File: config.mk
export PLATFORM = sky130hd
export DESIGN_NAME = sh_conv_sequencer_flat
export DESIGN_NICKNAME = d
export VERILOG_FILES = /design/src/rtl/sh_conv_sequencer_pkg.sv /design/src/rtl/sh_conv_sequencer_if.sv /design/src/rtl/sh_conv_sequencer_rr_arbiter.sv /design/src/rtl/sh_conv_sequencer.sv /design/src/flat_wrapper.sv
export SDC_FILE = /design/constraint.sdc
export NUM_CORES = 1
export LEC_CHECK = 0
export BUFFER_PORTS_ARGS = -buffer_cell sky130_fd_sc_hd__buf_2
export CAP_MARGIN = 20
export CORE_MARGIN = 2
export CORE_UTILIZATION = 35
export DETAILED_ROUTE_END_ITERATION = 16
export PLACE_DENSITY = 0.59
export SLEW_MARGIN = 20
export SYNTH_ARGS = -nofsm -noshare
export SYNTH_HDL_FRONTEND = slang
export SYNTH_HIERARCHICAL = 1
export SYNTH_SLANG_ARGS = --single-unit
File: constraint.sdc
create_clock -name clk -period 2.8 [get_ports clk]
set_input_delay 0.14 -clock clk [delete_from_list [all_inputs] [get_ports clk]]
set_output_delay 0.14 -clock clk [all_outputs]
set_load 0.02 [all_outputs]
File: src/rtl/sh_conv_sequencer_pkg.sv
// Shared types for the sample/hold conversion sequencer.
package sh_seq_pkg;

  // Width of the track, settle and conversion-timeout counters.
  localparam int CNT_W = 8;

  typedef enum logic [2:0] {
    IDLE,
    TRACK,
    SETTLE,
    CONVERT,
    RESULT
  } state_e;

endpackage

File: src/rtl/sh_conv_sequencer_if.sv
// Channel request, sample/hold, quantiser and result bus of the sequencer.
interface sh_conv_sequencer_if #(
  parameter int NUM_CH = 4,
  parameter int DATA_W = 16
);
  localparam int CH_W = (NUM_CH > 1) ? $clog2(NUM_CH) : 1;

  logic              enable;
  logic [7:0]        track_cycles;
  logic [NUM_CH-1:0] req;
  logic [NUM_CH-1:0] ack;
  logic              sample_en;
  logic [CH_W-1:0]   ch_sel;
  logic              conv_start;
  logic              conv_done;
  logic [DATA_W-1:0] conv_data;
  logic              res_valid;
  logic              res_ready;
  logic [DATA_W-1:0] res_data;
  logic [CH_W-1:0]   res_ch;
  logic              busy;
  logic              err_tmo;

  // Sequencer side.
  modport master (
    input  enable, track_cycles, req, conv_done, conv_data, res_ready,
    output ack, sample_en, ch_sel, conv_start, res_valid, res_data, res_ch,
           busy, err_tmo
  );

  // Environment side: channel triggers, datapath and result consumer.
  modport slave (
    output enable, track_cycles, req, conv_done, conv_data, res_ready,
    input  ack, sample_en, ch_sel, conv_start, res_valid, res_data, res_ch,
           busy, err_tmo
  );

endinterface

File: src/rtl/sh_conv_sequencer_rr_arbiter.sv
// Combinational round-robin picker: first set request at or after the pointer.
module sh_rr_arbiter #(
  parameter int NUM_CH = 4,
  localparam int CH_W = (NUM_CH > 1) ? $clog2(NUM_CH) : 1
) (
  input  logic [NUM_CH-1:0] req_i,
  input  logic [CH_W-1:0]   ptr_i,
  output logic [CH_W-1:0]   gnt_idx_o,
  output logic              gnt_vld_o
);

  // Scan from the farthest offset down so the nearest request wins last.
  always_comb begin
    int j;
    j         = 0;
    gnt_idx_o = '0;
    gnt_vld_o = 1'b0;
    for (int i = NUM_CH - 1; i >= 0; i--) begin
      j = int'(ptr_i) + i;
      if (j >= NUM_CH) j = j - NUM_CH;
      if (req_i[j]) begin
        gnt_idx_o = CH_W'(j);
        gnt_vld_o = 1'b1;
      end
    end
  end

endmodule

File: src/rtl/sh_conv_sequencer.sv
// Time-shares one sample/hold + quantiser among NUM_CH channels:
// round-robin grant, track window, settle, convert, hand off the result.
module sh_conv_sequencer
  import sh_seq_pkg::*;
#(
  parameter int NUM_CH     = 4,
  parameter int DATA_W     = 16,
  parameter int SETTLE_CYC = 2,
  parameter int CONV_TMO   = 255
) (
  input logic              clk,
  input logic              reset,
  sh_conv_sequencer_if.master bus
);

  localparam int CH_W = (NUM_CH > 1) ? $clog2(NUM_CH) : 1;

  state_e            state_q, state_d;
  logic [CNT_W-1:0]  cnt_q, cnt_d;
  logic [CNT_W-1:0]  trk_len_q, trk_len_d;
  logic [CH_W-1:0]   ptr_q, ptr_d;
  logic [NUM_CH-1:0] ack_q, ack_d;
  logic              sample_en_q, sample_en_d;
  logic [CH_W-1:0]   ch_sel_q, ch_sel_d;
  logic              conv_start_q, conv_start_d;
  logic              res_valid_q, res_valid_d;
  logic [DATA_W-1:0] res_data_q, res_data_d;
  logic [CH_W-1:0]   res_ch_q, res_ch_d;
  logic              busy_q, busy_d;
  logic              err_tmo_q, err_tmo_d;

  logic [CH_W-1:0]   gnt_idx;
  logic              gnt_vld;

  sh_rr_arbiter #(.NUM_CH(NUM_CH)) u_arb (
    .req_i     (bus.req),
    .ptr_i     (ptr_q),
    .gnt_idx_o (gnt_idx),
    .gnt_vld_o (gnt_vld)
  );

  // Next-state and registered-output logic; every output is a register.
  always_comb begin
    state_d      = state_q;
    cnt_d        = cnt_q;
    trk_len_d    = trk_len_q;
    ptr_d        = ptr_q;
    ack_d        = '0;
    sample_en_d  = sample_en_q;
    ch_sel_d     = ch_sel_q;
    conv_start_d = 1'b0;
    res_valid_d  = res_valid_q;
    res_data_d   = res_data_q;
    res_ch_d     = res_ch_q;
    err_tmo_d    = err_tmo_q;

    if (!bus.enable) begin
      // Abort: drop any sequence in flight and any unread result.
      state_d     = IDLE;
      cnt_d       = '0;
      sample_en_d = 1'b0;
      res_valid_d = 1'b0;
    end else begin
      unique case (state_q)
        IDLE: begin
          if (gnt_vld) begin
            state_d     = TRACK;
            ack_d       = NUM_CH'(1) << gnt_idx;
            ch_sel_d    = gnt_idx;
            sample_en_d = 1'b1;
            ptr_d       = (gnt_idx == CH_W'(NUM_CH - 1)) ? '0 : gnt_idx + CH_W'(1);
            trk_len_d   = (bus.track_cycles == 8'd0) ? CNT_W'(1) : bus.track_cycles;
            cnt_d       = CNT_W'(1);
          end
        end
        TRACK: begin
          if (cnt_q >= trk_len_q) begin
            state_d     = SETTLE;
            sample_en_d = 1'b0;
            cnt_d       = CNT_W'(1);
          end else begin
            cnt_d = cnt_q + CNT_W'(1);
          end
        end
        SETTLE: begin
          if (cnt_q >= CNT_W'(SETTLE_CYC)) begin
            state_d      = CONVERT;
            conv_start_d = 1'b1;
            cnt_d        = CNT_W'(1);
          end else begin
            cnt_d = cnt_q + CNT_W'(1);
          end
        end
        CONVERT: begin
          // cnt_q is the 1-based index of the current CONVERT cycle.
          if (bus.conv_done) begin
            state_d     = RESULT;
            res_data_d  = bus.conv_data;
            res_ch_d    = ch_sel_q;
            res_valid_d = 1'b1;
            cnt_d       = '0;
          end else if (cnt_q >= CNT_W'(CONV_TMO)) begin
            state_d   = IDLE;
            err_tmo_d = 1'b1;
            cnt_d     = '0;
          end else begin
            cnt_d = cnt_q + CNT_W'(1);
          end
        end
        RESULT: begin
          if (bus.res_ready) begin
            state_d     = IDLE;
            res_valid_d = 1'b0;
          end
        end
        default: begin
          state_d = IDLE;
          cnt_d   = '0;
        end
      endcase
    end

    busy_d = (state_d != IDLE);
  end

  // State and output registers with synchronous reset.
  always_ff @(posedge clk) begin
    if (reset) begin
      state_q      <= IDLE;
      cnt_q        <= '0;
      trk_len_q    <= '0;
      ptr_q        <= '0;
      ack_q        <= '0;
      sample_en_q  <= 1'b0;
      ch_sel_q     <= '0;
      conv_start_q <= 1'b0;
      res_valid_q  <= 1'b0;
      res_data_q   <= '0;
      res_ch_q     <= '0;
      busy_q       <= 1'b0;
      err_tmo_q    <= 1'b0;
    end else begin
      state_q      <= state_d;
      cnt_q        <= cnt_d;
      trk_len_q    <= trk_len_d;
      ptr_q        <= ptr_d;
      ack_q        <= ack_d;
      sample_en_q  <= sample_en_d;
      ch_sel_q     <= ch_sel_d;
      conv_start_q <= conv_start_d;
      res_valid_q  <= res_valid_d;
      res_data_q   <= res_data_d;
      res_ch_q     <= res_ch_d;
      busy_q       <= busy_d;
      err_tmo_q    <= err_tmo_d;
    end
  end

  assign bus.ack        = ack_q;
  assign bus.sample_en  = sample_en_q;
  assign bus.ch_sel     = ch_sel_q;
  assign bus.conv_start = conv_start_q;
  assign bus.res_valid  = res_valid_q;
  assign bus.res_data   = res_data_q;
  assign bus.res_ch     = res_ch_q;
  assign bus.busy       = busy_q;
  assign bus.err_tmo    = err_tmo_q;

endmodule

File: src/flat_wrapper.sv
// flat-port wrapper written by rule: the top's interface ports become plain ports
module sh_conv_sequencer_flat import sh_seq_pkg::*;
#(
  parameter int NUM_CH     = 4,
  parameter int DATA_W     = 16,
  parameter int SETTLE_CYC = 2,
  parameter int CONV_TMO   = 255
)
  (clk, reset, bus_enable, bus_track_cycles, bus_req, bus_conv_done, bus_conv_data, bus_res_ready, bus_ack, bus_sample_en, bus_ch_sel, bus_conv_start, bus_res_valid, bus_res_data, bus_res_ch, bus_busy, bus_err_tmo);
  sh_conv_sequencer_if #(.NUM_CH(NUM_CH), .DATA_W(DATA_W)) bus_i ();
  input logic clk;
  input logic reset;
  input wire logic [$bits(bus_i.enable)-1:0] bus_enable;
  input wire logic [$bits(bus_i.track_cycles)-1:0] bus_track_cycles;
  input wire logic [$bits(bus_i.req)-1:0] bus_req;
  input wire logic [$bits(bus_i.conv_done)-1:0] bus_conv_done;
  input wire logic [$bits(bus_i.conv_data)-1:0] bus_conv_data;
  input wire logic [$bits(bus_i.res_ready)-1:0] bus_res_ready;
  output wire logic [$bits(bus_i.ack)-1:0] bus_ack;
  output wire logic [$bits(bus_i.sample_en)-1:0] bus_sample_en;
  output wire logic [$bits(bus_i.ch_sel)-1:0] bus_ch_sel;
  output wire logic [$bits(bus_i.conv_start)-1:0] bus_conv_start;
  output wire logic [$bits(bus_i.res_valid)-1:0] bus_res_valid;
  output wire logic [$bits(bus_i.res_data)-1:0] bus_res_data;
  output wire logic [$bits(bus_i.res_ch)-1:0] bus_res_ch;
  output wire logic [$bits(bus_i.busy)-1:0] bus_busy;
  output wire logic [$bits(bus_i.err_tmo)-1:0] bus_err_tmo;
  assign bus_i.enable = bus_enable;
  assign bus_i.track_cycles = bus_track_cycles;
  assign bus_i.req = bus_req;
  assign bus_i.conv_done = bus_conv_done;
  assign bus_i.conv_data = bus_conv_data;
  assign bus_i.res_ready = bus_res_ready;
  assign bus_ack = bus_i.ack;
  assign bus_sample_en = bus_i.sample_en;
  assign bus_ch_sel = bus_i.ch_sel;
  assign bus_conv_start = bus_i.conv_start;
  assign bus_res_valid = bus_i.res_valid;
  assign bus_res_data = bus_i.res_data;
  assign bus_res_ch = bus_i.res_ch;
  assign bus_busy = bus_i.busy;
  assign bus_err_tmo = bus_i.err_tmo;
  sh_conv_sequencer #(.NUM_CH(NUM_CH), .DATA_W(DATA_W), .SETTLE_CYC(SETTLE_CYC), .CONV_TMO(CONV_TMO)) u_core (.clk(clk), .reset(reset), .bus(bus_i));
endmodule
==> flow_metrics.py, run 1 <==
metrics = {
    "status": {
        "status": "finished clean",
    },
    "hold_path": {
        "worstHoldStart": "bus_conv_data[15]",
        "hold_depth": 3,
        "hold_end": "u_core/bus.res_data[15]",
        "hold_path_class": "input port to flop",
    },
    "grt": {
        "grt_overflow_total": 0,
        "grt_usage": 0.151,
        "grt_max_degree": 26,
        "antenna_found_initial": 0,
        "first_global_vias": 1957,
        "grt_pass1_wl_um": 8940,
    },
    "synth": {
        "synth.net_count": 333,
        "netlist_instances": 289,
        "synth_warnings": 6,
        "synth-simple-area-share": 0.266,
        "synth_top_family_by_area": "simple AND/OR/NAND/NOR gates",
        "synthXorXnorAreaFrac": 0.00755,
        "ys_ff_latch": 50,
        "synth-seq-area-share": 0.431,
        "synth_area_mm2": 0.00232,
        "synth-adder-area-share": 0.0593,
        "muxShareOfSynthArea": 0.00431,
        "synth_cell_types": 50,
        "syn_avg_cell_area_um2": 8.03,
        "synth-compound-area-share": 0.189,
    },
    "critical_path": {
        "r2r-start": "u_core/cnt_q[0]",
        "reg2regPathDepth": 8,
        "rrSetupSlack_ns": 0.55,
        "crit_path_start_kind": "flop",
        "required_ns": 2.99,
        "cp-end-kind": "flop",
        "worstPathArrival_ns": 2.44,
        "worstReg2RegEnd": "u_core/bus.busy",
        "critPathKind": "flop to flop",
        "path_max_fanout": 6,
    },
    "sta": {
        "finalCritPeriodShare": 0.805,
        "tightestPinTransition_ns": 0.687,
        "min_period_ns": 2.25,
        "rsz0062_at_grt": "false",
        "max_slew_margin": 0.542,
        "setup_viol": 0,
        "skew_ns": 0.00435,
        "holdWs_ns": 0.0623,
        "fmax_mhz": 444,
        "hold_violations": 0,
        "setup_tns_ns": 0,
        "drv_slew": 0,
    },
    "die": {
        "core_area_mm2": 0.00639,
        "die_width_um": 85.4,
        "row_count": 29,
        "start_util": 0.363,
        "die_h_um": 85.4,
        "dieArea_mm2": 0.00729,
        "num_io_pins": 62,
    },
    "power": {
        "combPwrFrac": 0.109,
        "p_seq_frac": 0.485,
        "ir_drop_mv": 0.265,
        "p_sw_w": 0.000360,
        "p_leak_nw": 1.20,
        "internal_power_w": 0.00118,
        "clock_power_share": 0.406,
        "switching_share": 0.234,
        "p_per_area_mw_per_mm2": 547,
    },
    "finish": {
        "fin_area_mm2": 0.00282,
        "final_common_cell": "nand2_1",
        "syn2layout_area_growth_pct": 21.5,
        "layout_common_cells": "nand2_1 (71), buf_2 (61), dfxtp_1 (50)",
        "multi_input_area_mm2": 0.00122,
        "n_fill_cell": 672,
        "nets": 389,
        "drive_gt1_frac": 0.225,
        "ff_latch_area_mm2": 0.00100,
        "n_antenna_cell": 0,
    },
    "route": {
        "drtAntennaViolNets": 0,
        "drc": 0,
        "dr.first_iter.drc_count": 130,
        "dr_total_vias": 2125,
        "vias_per_cell": 5.02,
        "wl_per_cell_um": 12.8,
        "wirelength_um": 5420,
        "dr.pass1.iters": 4,
    },
    "cts": {
        "cts_tree": "built",
        "clockBufferDepth": 2,
        "clkLatencyLatePin_ns": 0.30,
        "numCtsBuffers": 5,
        "cts_resized": 0,
        "clock-sinks": 50,
        "postCtsSetupBuffers": 0,
        "cts_max_level": 2,
        "path_clk_slew_ns": 0.09,
        "ctsHoldBuffers": 0,
        "clockRootBuffer": "clkbuf_8",
    },
    "placement": {
        "dp_hpwl_um": 4020,
        "port_buffers": 61,
        "gp_congestion": 0.808,
        "place_area_mm2": 0.00268,
    },
    "flow_run": {
        "max-cap-violations": 0,
    },
}
cells by family (layout without fill, tap and decap cells):
group           Yosys count  count (layout)
simple gates            130             130
compound gates           70              70
flops                    50              50
buf+inv                  25              82
fa+ha+maj                11              11
xor+xnor                  2               2
mux                       1               1
critical path, stage by stage (launching register included):
cell      delay, ns
dfxtp_1        0.43
inv_1          0.09
ha_1           0.27
and3_1         0.13
o21ai_1        0.06
a311oi_2       0.40
nor2_1         0.12
o31a_1         0.30
or3_1          0.33
power groups by stage:
stage	combinational, W	sequential [W]	clock (W)
final	0.000168	0.000748	0.000626
after global routing	0.000189	0.000752	0.000674
after CTS	0.000169	0.000748	0.000641
after detailed placement	0.000169	0.000765	0
after global placement	0.000167	0.000764	0
after floorplan	0.000106	0.000770	0
layer usage:
| metal | part of all wire | GRT usage | vias up |
|---|---|---|---|
| li1 | - | - | 1113 |
| met1 | 0.46 | 0.201 | 963 |
| met4 | 0.0028 | 0.0361 | 0 |
| met2 | 0.48 | 0.243 | 47 |
| met5 | 0 | 0 | - |
| met3 | 0.052 | 0.0447 | 2 |
registers in the layout, indices dropped and copies added (netlist names):
name	flops
u_core/state_q	3
u_core/bus.sample_en	1
u_core/bus.res_valid	1
u_core/bus.err_tmo	1
u_core/bus.busy	1
u_core/bus.res_ch	2
u_core/ptr_q	2
u_core/bus.ch_sel	2
u_core/bus.ack	4
u_core/trk_len_q	8
u_core/bus.conv_start	1
u_core/cnt_q	8
u_core/bus.res_data	16
through the flow:
step / setup WS, ns / std cells / total power [W] / util
final: 0.547 / 423 / 0.00154 / 0.441
after global routing: 0.398 / 423 / 0.00162 / 0.441
after CTS: 0.539 / 423 / 0.00156 / 0.441
after detailed placement: 0.561 / 415 / 0.000934 / 0.419
after global placement: 0.570 / 415 / 0.000932 / 0.419
after floorplan: 0.710 / 289 / 0.000875 / -
how the worst max path moves through the flow:
| stage | from | cells after the start | to | slack [ns] |
|---|---|---|---|---|
| 2_1_floorplan | u_core/cnt_q[0] | 8 | u_core/bus.busy | 0.71 |
| 3_3_place_gp | u_core/cnt_q[0] | 8 | u_core/bus.busy | 0.57 |
| 3_5_place_dp | u_core/cnt_q[0] | 8 | u_core/bus.busy | 0.56 |
| 4_1_cts | u_core/cnt_q[0] | 8 | u_core/bus.busy | 0.54 |
| 5_1_grt | u_core/cnt_q[0] | 8 | u_core/bus.busy | 0.40 |
| 6_report | u_core/cnt_q[0] | 8 | u_core/bus.busy | 0.55 |
cell type report:
type                            instances  share of cell area
Multi-Input combinational cell        214               0.433
Clock buffer                            6              0.0293
Sequential cell                        50               0.355
Inverter                               12              0.0160
Clock inverter                          2              0.0213
Timing Repair Buffer                   62               0.111
Tap cell                               77              0.0342
synthesized netlist by cell type, drive strengths merged:
cell type  number  area (µm²)
or2             2        12.5
o21ai           7        35.0
nor2           17        71.3
nor2b           2        12.5
o2bb2ai         1        8.76
a211o           1        8.76
inv            12        45.0
nor3            7        40.0
and4            1        8.76
a311oi          1        15.0
o211a           1        10.0
a2111oi         1        10.0
a22o            1        8.76
clkbuf         10        37.5
a31oi           3        18.8
o311ai          1        8.76
nand2          71         267
a22oi           1        7.51
nand3           6        30.0
o21a            1        7.51
and3            4        25.0
nand2b          5        31.3
and4bb          1        12.5
or3b            1        8.76
a41oi           1        8.76
o211ai          1        7.51
o31a            1        8.76
a211oi          3        27.5
buf             3        15.0
o21bai          1        7.51
or4             3        30.0
o22ai           1        6.26
ha             11         138
a21oi          40         200
nand3b          1        7.51
and2            3        18.8
o32ai           1        8.76
mux2i           1        10.0
nand4           1        6.26
or3             2        12.5
xnor2           2        17.5
o41ai           2        25.0
dfxtp          50        1000
nor3b           3        22.5
No activity file was read; power rests on OpenSTA's default activity.
==> run 2, diff against run 1 <==
--- a/config.mk
+++ b/config.mk
@@ -10,7 +10,7 @@
 export CORE_MARGIN = 2
 export CORE_UTILIZATION = 35
 export DETAILED_ROUTE_END_ITERATION = 16
-export PLACE_DENSITY = 0.59
+export PLACE_DENSITY = 0.61
 export SLEW_MARGIN = 20
 export SYNTH_ARGS = -nofsm -noshare
 export SYNTH_HDL_FRONTEND = slang
==> constraint.sdc (replaced) <==
create_clock -name clk -period 1.88 [get_ports clk]
set_input_delay 0.094 -clock clk [delete_from_list [all_inputs] [get_ports clk]]
set_output_delay 0.094 -clock clk [all_outputs]
set_load 0.02 [all_outputs]
==> run 2 against run 1 <==
The run now ends with setup timing left. Critical endpoint unchanged. Cell count up 8.0%. Utilization up 5.7 points. Sequential share of layout area down 3.8 points. Die area unchanged. Critical path depth up 1. Clock skew up 0.00074 ns. Critical path type unchanged. Largest power group unchanged.
==> flow_metrics.py, run 2 (synthesized netlist as in run 1, its figures left out) <==
metrics = {
    "status": {
        "status": "finished with violations",
        "violations": "setup timing",
    },
    "cts": {
        "path_clk_slew_ns": 0.10,
        "clock-sinks": 50,
        "ctsHoldBuffers": 0,
        "clockRootBuffer": "clkbuf_8",
        "clkLatencyLatePin_ns": 0.30,
        "cts_tree": "built",
        "cts_max_level": 2,
        "numCtsBuffers": 5,
        "clockBufferDepth": 2,
    },
    "flow_run": {
        "max-cap-violations": 0,
    },
    "grt": {
        "antenna_found_initial": 0,
        "grt_max_degree": 26,
        "grt_usage": 0.168,
        "grt_pass1_wl_um": 10100,
        "grt_overflow_total": 0,
        "first_global_vias": 2233,
    },
    "critical_path": {
        "path_max_fanout": 2,
        "worstPathArrival_ns": 2.25,
        "critPathKind": "flop to flop",
        "cp-end-kind": "flop",
        "required_ns": 2.07,
        "crit_path_start_kind": "flop",
    },
    "route": {
        "vias_per_cell": 5.04,
        "wirelength_um": 6000,
        "dr.first_iter.drc_count": 118,
        "drtAntennaViolNets": 0,
        "drc": 0,
        "dr.pass1.iters": 5,
        "dr_total_vias": 2303,
        "wl_per_cell_um": 13.1,
    },
    "power": {
        "p_per_area_mw_per_mm2": 703,
        "p_leak_nw": 1.38,
        "ir_drop_mv": 0.409,
    },
    "finish": {
        "post-route-util": 0.499,
        "layout_common_cells": "nand2_1 (70), buf_2 (61), dfxtp_1 (45)",
        "syn2layout_area_growth_pct": 37.3,
        "n_antenna_cell": 0,
        "n_fill_cell": 624,
        "largest_reg_flops": 16,
        "nets": 423,
        "drive_gt1_frac": 0.361,
        "final_common_cell": "nand2_1",
    },
    "sta": {
        "skew_ns": 0.00509,
        "finalCritPeriodShare": 1.09,
        "drv_slew": 0,
        "fmax_mhz": 486,
        "max_slew_margin": 0.704,
        "tightestPinTransition_ns": 0.442,
        "rsz0062_at_grt": "true",
        "setup_tns_ns": -0.493,
        "min_period_ns": 2.06,
        "worst_slack_ns": -0.177,
        "hold_violations": 0,
        "setup_viol": 7,
    },
    "die": {
        "row_count": 29,
        "die_width_um": 85.4,
        "dieArea_mm2": 0.00729,
        "start_util": 0.363,
        "core_area_mm2": 0.00639,
        "num_io_pins": 62,
        "die_h_um": 85.4,
    },
    "placement": {
        "dp_hpwl_um": 4510,
        "post-place-ws_ns": -0.264,
        "port_buffers": 61,
        "gp_congestion": 0.823,
    },
    "hold_path": {
        "hold_path_class": "input port to flop",
    },
}
## run 2: final timing paths
| path | to | slack, ns | from | cells after the start |
|---|---|---|---|---|
| worst max-delay path | u_core/bus.busy | -0.18 | u_core/trk_len_q[1] | 9 |
| worst min-delay path | u_core/bus.res_data[12] | 0.02 | bus_conv_data[12] | 3 |
| worst max register to register | u_core/bus.busy | -0.18 | u_core/trk_len_q[1] | 9 |
| worst min register to register | u_core/bus.res_ch[1] | 0.46 | u_core/bus.res_ch[1] | 2 |
## run 2: layout make-up
type,count,area (µm²),area share
timing repair buffer,96,572,0.179
tap,77,96.3,0.0302
clock buffer,5,68.8,0.0216
multi-input combinational,214,1350,0.423
sequential,50,1010,0.317
inverter,12,45.0,0.0141
clock inverter,3,45.0,0.0141
## run 2: worst max-delay path, cell delays in order (launching register included)
cell and delay [ns]:
dfxtp_2 0.34, inv_2 0.04, ha_4 0.25, nor2b_4 0.12
o211ai_1 0.09, a311oi_2 0.32, buf_4 0.16, nor2_2 0.04
o31a_1 0.27, or3_1 0.30
## run 2: power by group
part	total [W]	switching [W]	internal (W)
combinational	0.000365	0.000192	0.000173
sequential	0.00111	0.0000200	0.00109
clock	0.000766	0.000370	0.000396
## run 2: timing repair
item | 4_1_cts | 5_1_grt
pin swaps | 14 | 11
buffers inserted | 3 | 1
setup endpoints to repair | 10 | 10
gates resized for setup | 14 | 13
## run 2: stage by stage
stage	instance area, µm²	std cells	hold slack [ns]	power [W]
floorplan	2340	289	0.222	0.00130
global placement	2920	445	0.334	0.00143
detailed placement	2920	445	0.340	0.00144
CTS	3130	456	0.0111	0.00224
global route	3190	457	0.0173	0.00235
finish	3190	457	0.0193	0.00224
## run 2: metal layers
metal	part of all wire	track usage	vias up	routed length (µm)
met5	0	0	-	0
met4	0.013	0.0447	0	80
met3	0.072	0.0447	13	433
met2	0.47	0.275	77	2820
met1	0.44	0.219	1040	2660
li1	-	-	1173	-
==> run 3, diff against run 2 <==
--- a/config.mk
+++ b/config.mk
@@ -7,6 +7,7 @@
 export LEC_CHECK = 0
 export BUFFER_PORTS_ARGS = -buffer_cell sky130_fd_sc_hd__buf_2
 export CAP_MARGIN = 20
+export CORE_ASPECT_RATIO = 1.4
 export CORE_MARGIN = 2
 export CORE_UTILIZATION = 35
 export DETAILED_ROUTE_END_ITERATION = 16
==> run 3 against run 2 <==
The flow still finishes with violations (setup timing). Combinational power is 10% lower. Global-route usage increased by 0.11 points. Flip-flop and latch count is the same. Critical path depth shrank 2. Clock power shrank 2%. Routed wire length rose by 0.72%. Sequential share of layout area rose by 0.72 points. Clock skew about the same. First-iteration DRC count up 74%. Total power down 2.3%. Worst hold slack worse by 0.0077 ns. Non-clock buffer count down 2. Critical path type unchanged.
==> flow_metrics.py, run 3 (synthesized netlist as in run 1, its figures left out) <==
metrics = {
    "status": {
        "status": "finished with violations",
        "violations": "setup timing",
    },
    "grt": {
        "grt_pass1_wl_um": 9630,
        "grt_max_degree": 30,
        "first_global_vias": 2192,
        "grt_usage": 0.169,
        "grt_overflow_total": 0,
        "antenna_found_initial": 0,
    },
    "critical_path": {
        "required_ns": 2.07,
        "critPathMaxStageDelay_ns": 0.47,
        "path_max_fanout": 6,
        "worstPathArrival_ns": 2.27,
        "crit_chain": "buf_4 -> ha_2 -> or4_4 -> nor2_4 -> a2111oi_1 -> o31a_1 -> or3_1",
        "critPathKind": "flop to flop",
        "rrSetupSlack_ns": -0.20,
        "cp-end-kind": "flop",
        "critical_path_buf_inv_count": 1,
        "critPathSlowestCell": "or4_4",
        "crit_path_start_kind": "flop",
        "critPathTopFamily": "simple AND/OR/NAND/NOR gates",
    },
    "route": {
        "dr.pass1.iters": 4,
        "wirelength_um": 6050,
        "drc": 0,
        "vias_per_cell": 5.08,
        "wl_per_cell_um": 13.4,
        "drtAntennaViolNets": 0,
        "dr.first_iter.drc_count": 205,
        "dr_total_vias": 2298,
    },
    "finish": {
        "layout_common_cells": "nand2_1 (71), buf_2 (61), dfxtp_1 (46)",
        "n_antenna_cell": 0,
        "nets": 421,
        "largest_reg_flops": 16,
        "syn2layout_area_growth_pct": 34.1,
        "final_common_cell": "nand2_1",
        "n_fill_cell": 651,
        "drive_gt1_frac": 0.339,
    },
    "placement": {
        "port_buffers": 61,
        "dp_hpwl_um": 4600,
        "gp_congestion": 0.926,
    },
    "die": {
        "die_width_um": 72.8,
        "row_count": 35,
        "core_area_mm2": 0.00648,
        "dieArea_mm2": 0.00730,
        "start_util": 0.358,
        "die_h_um": 100,
        "num_io_pins": 62,
    },
    "sta": {
        "setup_tns_ns": -0.697,
        "tightestPinTransition_ns": 0.473,
        "finalCritPeriodShare": 1.11,
        "worst_slack_ns": -0.202,
        "drv_slew": 0,
        "setup_viol": 8,
        "min_period_ns": 2.08,
        "rsz0062_at_grt": "true",
        "hold_violations": 0,
        "skew_ns": 0.00550,
        "max_slew_margin": 0.684,
        "fmax_mhz": 480,
    },
    "cts": {
        "cts_tree": "built",
        "clock-sinks": 50,
        "clockBufferDepth": 2,
        "ctsHoldBuffers": 0,
        "clockRootBuffer": "clkbuf_8",
        "clkLatencyLatePin_ns": 0.30,
        "numCtsBuffers": 5,
        "cts_max_level": 2,
        "path_clk_slew_ns": 0.09,
    },
    "hold_path": {
        "hold_path_class": "input port to flop",
    },
    "power": {
        "p_leak_nw": 1.36,
        "p_per_area_mw_per_mm2": 704,
        "total_power_w": 0.00219,
        "ir_drop_mv": 0.394,
    },
    "flow_run": {
        "max-cap-violations": 0,
    },
}
==> run 3: cell count changes in the layout (fill, tap and decap cells not counted), moves of 2 or more <==
cell and delta:
o21ai_0 +2, inv_2 +2, clkinv_2 +2, inv_1 -2, clkinvlp_4 -2
==> run 3: layout make-up <==
class                      count  area (µm²)  share of cell area
inverter                      12        45.0              0.0145
timing repair buffer          94         553               0.178
multi-input combinational    214        1300               0.419
tap                           74        92.6              0.0298
clock inverter                 3        40.0              0.0129
sequential                    50        1010               0.324
clock buffer                   5        68.8              0.0221
==> run 3: worst paths after layout <==
kind | startpoint | end | cells after the start
worst max register to register | u_core/cnt_q[1] | u_core/bus.busy | 7
worst max-delay path | u_core/cnt_q[1] | u_core/bus.busy | 7
worst min-delay path | reset | u_core/bus.res_data[15] | 2
worst min register to register | u_core/bus.res_data[10] | u_core/bus.res_data[10] | 2
==> run 3: power breakdown <==
| group | internal [W] | total (W) | switching (W) |
|---|---|---|---|
| clock | 0.000392 | 0.000751 | 0.000359 |
| sequential | 0.00109 | 0.00111 | 0.0000209 |
| combinational | 0.000153 | 0.000328 | 0.000176 |
==> run 3: per-layer routing <==
layer | global-route usage | wire [µm] | share of wire
met5 | 0 | 0 | 0
met4 | 0.0783 | 212 | 0.035
met3 | 0.0301 | 218 | 0.036
met2 | 0.314 | 3250 | 0.54
met1 | 0.180 | 2370 | 0.39
==> run 3: per-stage QoR <==
step / util / setup WS, ns / cells / hold WS [ns] / area (µm²)
4_1_cts: 0.476 / -0.205 / 451 / 0.00309 / 3080
2_1_floorplan: - / -0.0897 / 289 / 0.222 / 2340
6_report: 0.480 / -0.202 / 452 / 0.0116 / 3110
3_5_place_dp: 0.448 / -0.239 / 440 / 0.329 / 2900
3_3_place_gp: 0.448 / -0.194 / 440 / 0.328 / 2900
5_1_grt: 0.480 / -0.250 / 452 / 0.0135 / 3110
==> run 3: repair_timing <==
item | in CTS | in global routing
endpoints found under the setup margin | 9 | 11
pin swaps | 13 | 6
buffers inserted | 3 | 1
gates resized for setup | 10 | 5
